### config.mk
export PLATFORM = sky130hd
export DESIGN_NAME = gpio_pad_cfg_sequencer
export DESIGN_NICKNAME = d
export VERILOG_FILES = /design/src/rtl/gpio_cfg_pkg.sv /design/src/rtl/gpio_cfg_regfile.sv /design/src/rtl/gpio_pad_cfg_sequencer.sv
export SDC_FILE = /design/constraint.sdc
export NUM_CORES = 1
export LEC_CHECK = 0
export BUFFER_PORTS_ARGS = -buffer_cell sky130_fd_sc_hd__buf_4
export CAP_MARGIN = 10
export CORE_MARGIN = 2
export CORE_UTILIZATION = 45
export DETAILED_ROUTE_END_ITERATION = 8
export GPL_ROUTABILITY_DRIVEN = 0
export PLACE_DENSITY = 0.67
export REMOVE_ABC_BUFFERS = 1
export SLEW_MARGIN = 5
export SYNTH_ARGS = -nofsm -noshare
export SYNTH_HDL_FRONTEND = slang
export SYNTH_SLANG_ARGS = --single-unit
export TNS_END_PERCENT = 20
### constraint.sdc
create_clock -name clk -period 5.31 [get_ports clk]
set_clock_uncertainty 0.1 [all_clocks]
set_input_delay 0.531 -clock clk [delete_from_list [all_inputs] [get_ports clk]]
set_output_delay 0.531 -clock clk [all_outputs]
set_load 0.005 [all_outputs]
### src/rtl/gpio_cfg_pkg.sv
// Shared definitions for the GPIO pad-configuration sequencer: the field layout
// of one pad's configuration word, its reset value and the FSM state encoding.
package gpio_cfg_pkg;

  // One pad configuration word: {dm[2:0], ib_mode_sel, vtrip_sel, slow_sel, inp_dis}
  localparam int CFG_W       = 7;
  localparam int DM_MSB      = 6;
  localparam int DM_MID      = 5;
  localparam int DM_LSB      = 4;
  localparam int IB_MODE_SEL = 3;
  localparam int VTRIP_SEL   = 2;
  localparam int SLOW_SEL    = 1;
  localparam int INP_DIS     = 0;

  // dm=001 (input only), every other bit cleared
  localparam logic [CFG_W-1:0] CFG_RESET = 7'b001_0000;

  typedef enum logic {
    ST_IDLE   = 1'b0,
    ST_COMMIT = 1'b1
  } state_t;

endpackage

### src/rtl/gpio_cfg_regfile.sv
// Shadow and active configuration arrays for all pads. Shadow takes software
// writes, active is loaded one pad at a time from shadow and drives the pads.
module gpio_cfg_regfile
  import gpio_cfg_pkg::*;
#(
  parameter int NUM_PADS = 44,
  parameter int IDX_W    = 6
) (
  input  logic                clk,
  input  logic                reset,
  input  logic                shadow_we,
  input  logic [IDX_W-1:0]    shadow_addr,
  input  logic [CFG_W-1:0]    shadow_data,
  input  logic                active_we,
  input  logic [IDX_W-1:0]    rd_idx,
  output logic [CFG_W-1:0]    shadow_rd,
  output logic [CFG_W-1:0]    active_rd,
  output logic [NUM_PADS-1:0] gpio_dm2,
  output logic [NUM_PADS-1:0] gpio_dm1,
  output logic [NUM_PADS-1:0] gpio_dm0,
  output logic [NUM_PADS-1:0] gpio_ib_mode_sel,
  output logic [NUM_PADS-1:0] gpio_vtrip_sel,
  output logic [NUM_PADS-1:0] gpio_slow_sel,
  output logic [NUM_PADS-1:0] gpio_inp_dis
);

  logic [CFG_W-1:0] shadow_q [NUM_PADS];
  logic [CFG_W-1:0] active_q [NUM_PADS];

  // Shadow array: software-visible staging copy, one write port
  always_ff @(posedge clk) begin
    if (reset) begin
      for (int i = 0; i < NUM_PADS; i++) shadow_q[i] <= CFG_RESET;
    end else if (shadow_we) begin
      shadow_q[shadow_addr] <= shadow_data;
    end
  end

  // Active array: loaded from shadow at the sequencer's copy edge for pad rd_idx
  always_ff @(posedge clk) begin
    if (reset) begin
      for (int i = 0; i < NUM_PADS; i++) active_q[i] <= CFG_RESET;
    end else if (active_we) begin
      active_q[rd_idx] <= shadow_q[rd_idx];
    end
  end

  assign shadow_rd = shadow_q[rd_idx];
  assign active_rd = active_q[rd_idx];

  // Unpack the active words into per-field pad vectors (pure wiring of flops)
  always_comb begin
    gpio_dm2         = '0;
    gpio_dm1         = '0;
    gpio_dm0         = '0;
    gpio_ib_mode_sel = '0;
    gpio_vtrip_sel   = '0;
    gpio_slow_sel    = '0;
    gpio_inp_dis     = '0;
    for (int i = 0; i < NUM_PADS; i++) begin
      gpio_dm2[i]         = active_q[i][DM_MSB];
      gpio_dm1[i]         = active_q[i][DM_MID];
      gpio_dm0[i]         = active_q[i][DM_LSB];
      gpio_ib_mode_sel[i] = active_q[i][IB_MODE_SEL];
      gpio_vtrip_sel[i]   = active_q[i][VTRIP_SEL];
      gpio_slow_sel[i]    = active_q[i][SLOW_SEL];
      gpio_inp_dis[i]     = active_q[i][INP_DIS];
    end
  end

endmodule

### src/rtl/gpio_pad_cfg_sequencer.sv
// Pad-configuration sequencer: accepts per-pad shadow writes and, on commit,
// walks all pads copying shadow to active so that no two pads ever change in
// the same cycle. Changed pads dwell STEP_CYCLES cycles, unchanged pads one.
//
// Handshake: a write transfers on a rising edge where cfg_valid && cfg_ready.
// cfg_ready is high exactly in IDLE; cfg_valid may be held while not ready and
// the request is taken on the first ready edge. No data path from cfg_* to pads.
module gpio_pad_cfg_sequencer
  import gpio_cfg_pkg::*;
#(
  parameter int NUM_PADS    = 44,
  parameter int STEP_CYCLES = 4
) (
  input  logic                clk,
  input  logic                reset,
  input  logic                cfg_valid,
  output logic                cfg_ready,
  input  logic [5:0]          cfg_pad,
  input  logic [CFG_W-1:0]    cfg_data,
  input  logic                commit_req,
  output logic                busy,
  output logic                done,
  output logic                err,
  output logic [NUM_PADS-1:0] gpio_dm2,
  output logic [NUM_PADS-1:0] gpio_dm1,
  output logic [NUM_PADS-1:0] gpio_dm0,
  output logic [NUM_PADS-1:0] gpio_ib_mode_sel,
  output logic [NUM_PADS-1:0] gpio_vtrip_sel,
  output logic [NUM_PADS-1:0] gpio_slow_sel,
  output logic [NUM_PADS-1:0] gpio_inp_dis
);

  localparam int IDX_W   = (NUM_PADS > 1) ? $clog2(NUM_PADS) : 1;
  localparam int TIMER_W = (STEP_CYCLES > 1) ? $clog2(STEP_CYCLES) : 1;
  localparam logic [TIMER_W-1:0] TIMER_LAST = TIMER_W'(STEP_CYCLES - 1);
  localparam logic [IDX_W-1:0]   IDX_LAST   = IDX_W'(NUM_PADS - 1);

  state_t              state_q, state_d;
  logic [IDX_W-1:0]    idx_q, idx_d;
  logic [TIMER_W-1:0]  timer_q, timer_d;
  logic                done_q, done_d;
  logic                err_q, err_d;
  logic                wr_fire, pad_in_range, pad_changed, copy_en;
  logic [CFG_W-1:0]    shadow_rd, active_rd;

  assign cfg_ready    = (state_q == ST_IDLE);
  assign busy         = (state_q == ST_COMMIT);
  assign done         = done_q;
  assign err          = err_q;
  assign wr_fire      = cfg_valid && cfg_ready;
  assign pad_in_range = 32'(cfg_pad) < NUM_PADS;
  assign pad_changed  = (shadow_rd != active_rd);
  assign err_d        = wr_fire && !pad_in_range;

  // State, walk index, dwell timer and the single-cycle status pulses
  always_ff @(posedge clk) begin
    if (reset) begin
      state_q <= ST_IDLE;
      idx_q   <= '0;
      timer_q <= '0;
      done_q  <= 1'b0;
      err_q   <= 1'b0;
    end else begin
      state_q <= state_d;
      idx_q   <= idx_d;
      timer_q <= timer_d;
      done_q  <= done_d;
      err_q   <= err_d;
    end
  end

  // Next state: unchanged pads advance at once, changed pads copy on the last dwell cycle
  always_comb begin
    state_d = state_q;
    idx_d   = idx_q;
    timer_d = timer_q;
    copy_en = 1'b0;
    done_d  = 1'b0;
    case (state_q)
      ST_IDLE: begin
        if (commit_req) begin
          state_d = ST_COMMIT;
          idx_d   = '0;
          timer_d = '0;
        end
      end
      ST_COMMIT: begin
        if (pad_changed && (timer_q != TIMER_LAST)) begin
          timer_d = timer_q + 1'b1;
        end else begin
          copy_en = pad_changed;
          timer_d = '0;
          if (idx_q == IDX_LAST) begin
            state_d = ST_IDLE;
            idx_d   = '0;
            done_d  = 1'b1;
          end else begin
            idx_d = idx_q + 1'b1;
          end
        end
      end
      default: state_d = ST_IDLE;
    endcase
  end

  gpio_cfg_regfile #(
    .NUM_PADS (NUM_PADS),
    .IDX_W    (IDX_W)
  ) u_regfile (
    .clk              (clk),
    .reset            (reset),
    .shadow_we        (wr_fire && pad_in_range),
    .shadow_addr      (IDX_W'(cfg_pad)),
    .shadow_data      (cfg_data),
    .active_we        (copy_en),
    .rd_idx           (idx_q),
    .shadow_rd        (shadow_rd),
    .active_rd        (active_rd),
    .gpio_dm2         (gpio_dm2),
    .gpio_dm1         (gpio_dm1),
    .gpio_dm0         (gpio_dm0),
    .gpio_ib_mode_sel (gpio_ib_mode_sel),
    .gpio_vtrip_sel   (gpio_vtrip_sel),
    .gpio_slow_sel    (gpio_slow_sel),
    .gpio_inp_dis     (gpio_inp_dis)
  );

endmodule

==> results.cfg, run 1 <==
[run_status]
status = completed

[layout]
drive_gt1_share_pct = 28.47
fin_cells = 4302
fin_nets = 3088
area_growth_pct = 18.83
n_antenna_cell = 0
utilization_pct = 54.10

[detailed_routing]
route.detailed.drc = 0
first_pass_iters = 5
routedWlPerCell_um = 29.61
via_per_inst = 6.127
drtIter0Drc = 3814
drt_wl_total_um = 127400
num_vias = 26360
ant_nets = 0

[synth]
synth_ff_type = edfxtp_1
synth.most_common_cell = edfxtp_1
synth_enable_flop_cells = 896
yosysUniqueCellTypes = 73
synth_top_area_share_pct = 66.67
seq_area_frac_synth_pct = 67.51
synthesis.instances = 2580
async_flop_share_pct = 0
yosys-top-cells-area = edfxtp_1 67%, mux4_2 12%, and2_1 3.8%
yosys_warnings = 0
yosysTopAreaCell = edfxtp_1
syn_area_per_cell_um2 = 15.64
ys_ff_latch = 913
syn_area_um2 = 40360
synth_commonest_cells = 896 x edfxtp_1, 334 x nor2_1, 248 x and2_1

[clocking]
cts_sinks = 913
root_buffer = clkbuf_16
clk_path_buf_depth = 3
cts-resized-gates = 0
numCtsBuffers = 93
cts_tree = yes
path_clk_slew_ns = 0.06
hold_buffers = 0
htreeDepth = 3
post-cts-setup-buffers = 0
worstSkewPairLatency_ns = 0.67

[power_and_ir_drop]
ir_worst_vdd_mv = 0.2688
power_density_nw_per_um2 = 327.7
p_leak_uw = 0.01635
p_total_uw = 15710

[worst_hold_path]
hold_class = in -> reg

[critical_path]
required_ns = 5.48
setup.worst_path.start_class = flop
worst-path-max-fanout = 37
cp-end-kind = flop
worstPathArrival_ns = 5.25
critPathKind = reg -> reg

[global_route]
grt.overflow.total = 0
grt_max_degree = 90
grt_pass1_wl_um = 181600
track_usage_pct = 27.44
grt_pass1_vias = 25480
antenna_found_initial = 1

[job]
max_cap_violations = 0

[timing]
layout_min_cycle_time_ns = 5.079
tightestPinTransition_ns = 1.269
period_share_pct = 95.65
max_freq_ghz = 0.1969
grt_setup_unrepaired = no
slew_violations = 0
setup_violations = 0
slew_headroom_pct = 15.04
hold_violations = 0

[floorplan]
coreArea_um2 = 88650
start_util_pct = 45.53
rows = 109
dieArea_um2 = 92090
io_pins = 329
fp.dieH_um = 303.5
die_w_um = 303.5

[placed_design]
io_buffers = 328
placed_cells = 4138
dp_hpwl_um = 89070
==> power breakdown <==
part	internal (uW)	total, uW	switching [uW]	leakage [uW]
Sequential	8180	8340	163	0.00878
Clock	3710	6490	2780	0.00145
Combinational	371	879	507	0.00612
==> registers in the layout, summed over array words and instances, names as in the netlist, named ones only <==
register / count
idx_q: 6
u_regfile.active_q: 448
busy: 1
err: 1
u_regfile.shadow_q: 448
timer_q: 2
done: 1
==> routing by layer <==
layer  track usage (%)  wire length [um]
met1             36.06             45750
met2             44.13             60260
met3             6.690             15500
met4             11.05              5861
met5                 0                13
==> placed cells by master, fill, tap and decap left out, types with 23 or more instances in the layout <==
cell / n
conb_1: 140
a22oi_1: 36
edfxtp_1: 896
o22ai_1: 23
buf_12: 23
buf_4: 434
o21ai_0: 88
mux4_2: 216
nor2_1: 333
and3_1: 34
mux2i_1: 30
and2_1: 248
nand3_1: 40
nand3_2: 43
or3_1: 47
clkbuf_16: 93
nand2_1: 100
==> per-stage QoR <==
stage	setup TNS (ns)	area (um2)	setup WS, ns	hold WS, ns
6_report	0	47960	0.2308	0.1412
5_1_grt	0	47960	0.1027	0.1345
4_1_cts	0	47950	0.3643	0.09882
3_5_place_dp	0	44990	0.3774	0.3580
3_3_place_gp	0	44990	0.4331	0.3440
2_1_floorplan	-5693.66	39760	-7.158	0.3295
==> final cells by class <==
cell class | count | area (um2)
Clock buffer | 114 | 2406
Sequential cell | 913 | 27260
Timing Repair Buffer | 458 | 3724
Tap cell | 1165 | 1458
Inverter | 7 | 26.28
Clock inverter | 49 | 555.5
Fill cell | 7120 | 40690
Multi-Input combinational cell | 1596 | 12530
==> cells by family (layout without fill, tap and decap cells) <==
| kind of cell | after synthesis | count (layout) | synth area share [%] |
|---|---|---|---|
| and+or+nand+nor | 970 | 970 | 12.80 |
| DFF | 913 | 913 | 67.51 |
| muxes | 255 | 255 | 13.16 |
| AOI/OAI and AO/OA | 226 | 226 | 3.565 |
| buffers and inverters | 210 | 628 | 2.827 |
| xor gates and xnor gates | 3 | 3 | 0.06512 |
| adders and majority gates | 2 | 2 | 0.06200 |
| other | 1 | 140 | 0.009292 |
==> path summary, 6_finish.rpt <==
check | slack, ns | startpoint | to | cells past startpoint
min | 0.14 | cfg_pad[5] | err | 3
max | 0.23 | flop | u_regfile.active_q[10][5] | 13
max reg2reg | 0.23 | flop | u_regfile.active_q[10][5] | 13
min reg2reg | 0.36 | timer_q[1] | timer_q[1] | 2
==> critical path, cell delays in order (launching register included) <==
cell and delay (ns):
dfxtp_4 0.79, buf_12 0.30, buf_12 0.21, mux4_2 0.50, a22oi_1 0.25, nand3_1 0.14
a32oi_1 0.44, buf_4 0.25, nand3_1 0.06, nor3b_2 0.19, nand3_2 0.11, nand2_2 0.10
buf_12 0.23, o21ai_0 0.85
Power figures use the tool's default switching activity.
==> inputs of run 2 (changes only) <==
==> constraint.sdc (replaced) <==
create_clock -name clk -period 5.31 [get_ports clk]
set_clock_uncertainty 0.1 [all_clocks]
set_input_delay 1.3275 -clock clk [delete_from_list [all_inputs] [get_ports clk]]
set_output_delay 1.3275 -clock clk [all_outputs]
set_load 0.005 [all_outputs]
==> run 2 against run 1 <==
Critical path type unchanged. Final cell count is 0.91% higher. Global-route usage is 0.16 points lower. Via count is 0.17% higher. Largest cell class unchanged. Sequential power hardly changed. Critical path depth stayed put. Flip-flop and latch count stayed put. Sequential share of layout area is 0.33 points lower. Non-clock buffer count is 28 higher. Setup slack better by 0.12 ns. Fmax is 2.4% higher. Routed wire length is 0.37% lower. Largest power group unchanged.
==> results.cfg, run 2 (same netlist as run 1, synthesis figures left out) <==
[power_and_ir_drop]
p_leak_uw = 0.01651
ir_worst_vdd_mv = 0.2559
power_density_nw_per_um2 = 327.7
p_total_uw = 15810

[detailed_routing]
drtIter0Drc = 3344
drt_wl_total_um = 126900
route.detailed.drc = 0
num_vias = 26400
ant_nets = 0
via_per_inst = 6.082
first_pass_iters = 8
routedWlPerCell_um = 29.24

[critical_path]
required_ns = 5.62
cp-end-kind = flop
setup.worst_path.start_class = flop
worst-path-max-fanout = 37
critPathKind = reg -> reg
worstPathArrival_ns = 5.27
r2r_cells = 13

[timing]
period_share_pct = 93.41
finalHoldWorstSlack_ns = 0.3577
grt_setup_unrepaired = no
slew_headroom_pct = 13.71
hold_violations = 0
layout_min_cycle_time_ns = 4.960
tightestPinTransition_ns = 1.292
fin_ws_ns = 0.3501
setup_violations = 0
max_freq_ghz = 0.2016
slew_violations = 0

[placed_design]
dp_hpwl_um = 89000
io_buffers = 328
dpl-instance-area_um2 = 45200
place_ws_ns = 0.4610

[layout]
area_growth_pct = 19.53
final_cell_mix = 896 x edfxtp_1, 462 x buf_4, 333 x nor2_1, 248 x and2_1, 216 x mux4_2
mostFrequentLayoutCell = edfxtp_1
stdcell_area_um2 = 48240
drive_gt1_share_pct = 28.95
largestRegisters = u_regfile.active_q x448, u_regfile.shadow_q x448, idx_q x6
fin_nets = 3117

[run_status]
status = completed

[clocking]
root_buffer = clkbuf_16
numCtsBuffers = 94
clk_path_buf_depth = 3
cts_tree = yes
cts-resized-gates = 0
htreeDepth = 3
path_clk_slew_ns = 0.06
post-cts-setup-buffers = 0
cts_sinks = 913
worstSkewPairLatency_ns = 0.67
hold_buffers = 0

[worst_hold_path]
whs_path_depth = 2
hold_class = reg -> reg

[global_route]
grt_pass1_vias = 25500
antenna_found_initial = 5
grt_pass1_wl_um = 180400
grt_max_degree = 65
grt.overflow.total = 0
track_usage_pct = 27.28

[floorplan]
rows = 109
fp.dieH_um = 303.5
io_pins = 329
coreArea_um2 = 88650
start_util_pct = 45.53
die_w_um = 303.5
dieArea_um2 = 92090

[job]
max_cap_violations = 0
-- run 2: cell types whose count changed in the layout (fill, tap and decap cells not counted), moves of 2 or more --
cell	previous run	this run
buf_4	434	462
clkbuf_1	21	27
clkinv_1	16	21
clkinv_2	16	11
diode_2	0	2
clkbuf_16	93	96
clkinv_4	0	2
-- run 2: worst paths after layout --
| check | start | endpoint | slack [ns] |
|---|---|---|---|
| hold / removal | timer_q[1] | timer_q[1] | 0.36 |
| setup reg to reg | flop | u_regfile.active_q[39][6] | 0.35 |
| setup / recovery | flop | u_regfile.active_q[39][6] | 0.35 |
| hold reg to reg | timer_q[1] | timer_q[1] | 0.36 |
-- run 2: routing by layer --
metal  vias up  routed length [um]  track usage, %
li1      10810                   -               -
met1     13330               45520           35.48
met2      1912               59700           43.76
met3       345               15630           6.954
met4         6                6053           11.59
met5         -                  31               0
-- run 2: cell type report --
class                      instances  area, um2
fill                            7098      40410
timing repair buffer             486       3934
inverter                           7      26.28
sequential                       913      27260
antenna                            2      5.005
tap                             1165       1458
clock buffer                     124       2517
clock inverter                    48      513.0
multi-input combinational       1596      12530
-- run 2: where the power goes --
part           internal [uW]  switching (uW)  leakage, uW
sequential              8180             163      0.00878
combinational            383             502      0.00625
clock                   3780            2800      0.00147
total                  12300            3470       0.0165
-- run 2: per-stage QoR --
step / util [%] / cells / setup TNS, ns
3_3_place_gp: 50.99 / 4166 / 0
3_5_place_dp: 50.99 / 4166 / 0
2_1_floorplan: - / 2516 / -5693.66
4_1_cts: 54.41 / 4338 / 0
6_report: 54.42 / 4341 / 0
5_1_grt: 54.41 / 4339 / 0
-- run 2: critical path, stage by stage, from the launching register on --
cell	delay (ns)
dfxtp_4	0.91
buf_12	0.29
mux4_2	0.53
o22ai_1	0.19
nor3_1	0.12
or4_1	0.66
and3_4	0.24
a2111oi_4	0.42
nand3_2	0.15
nand2_2	0.15
buf_12	0.24
buf_4	0.17
o21ai_0	0.18
buf_4	0.25
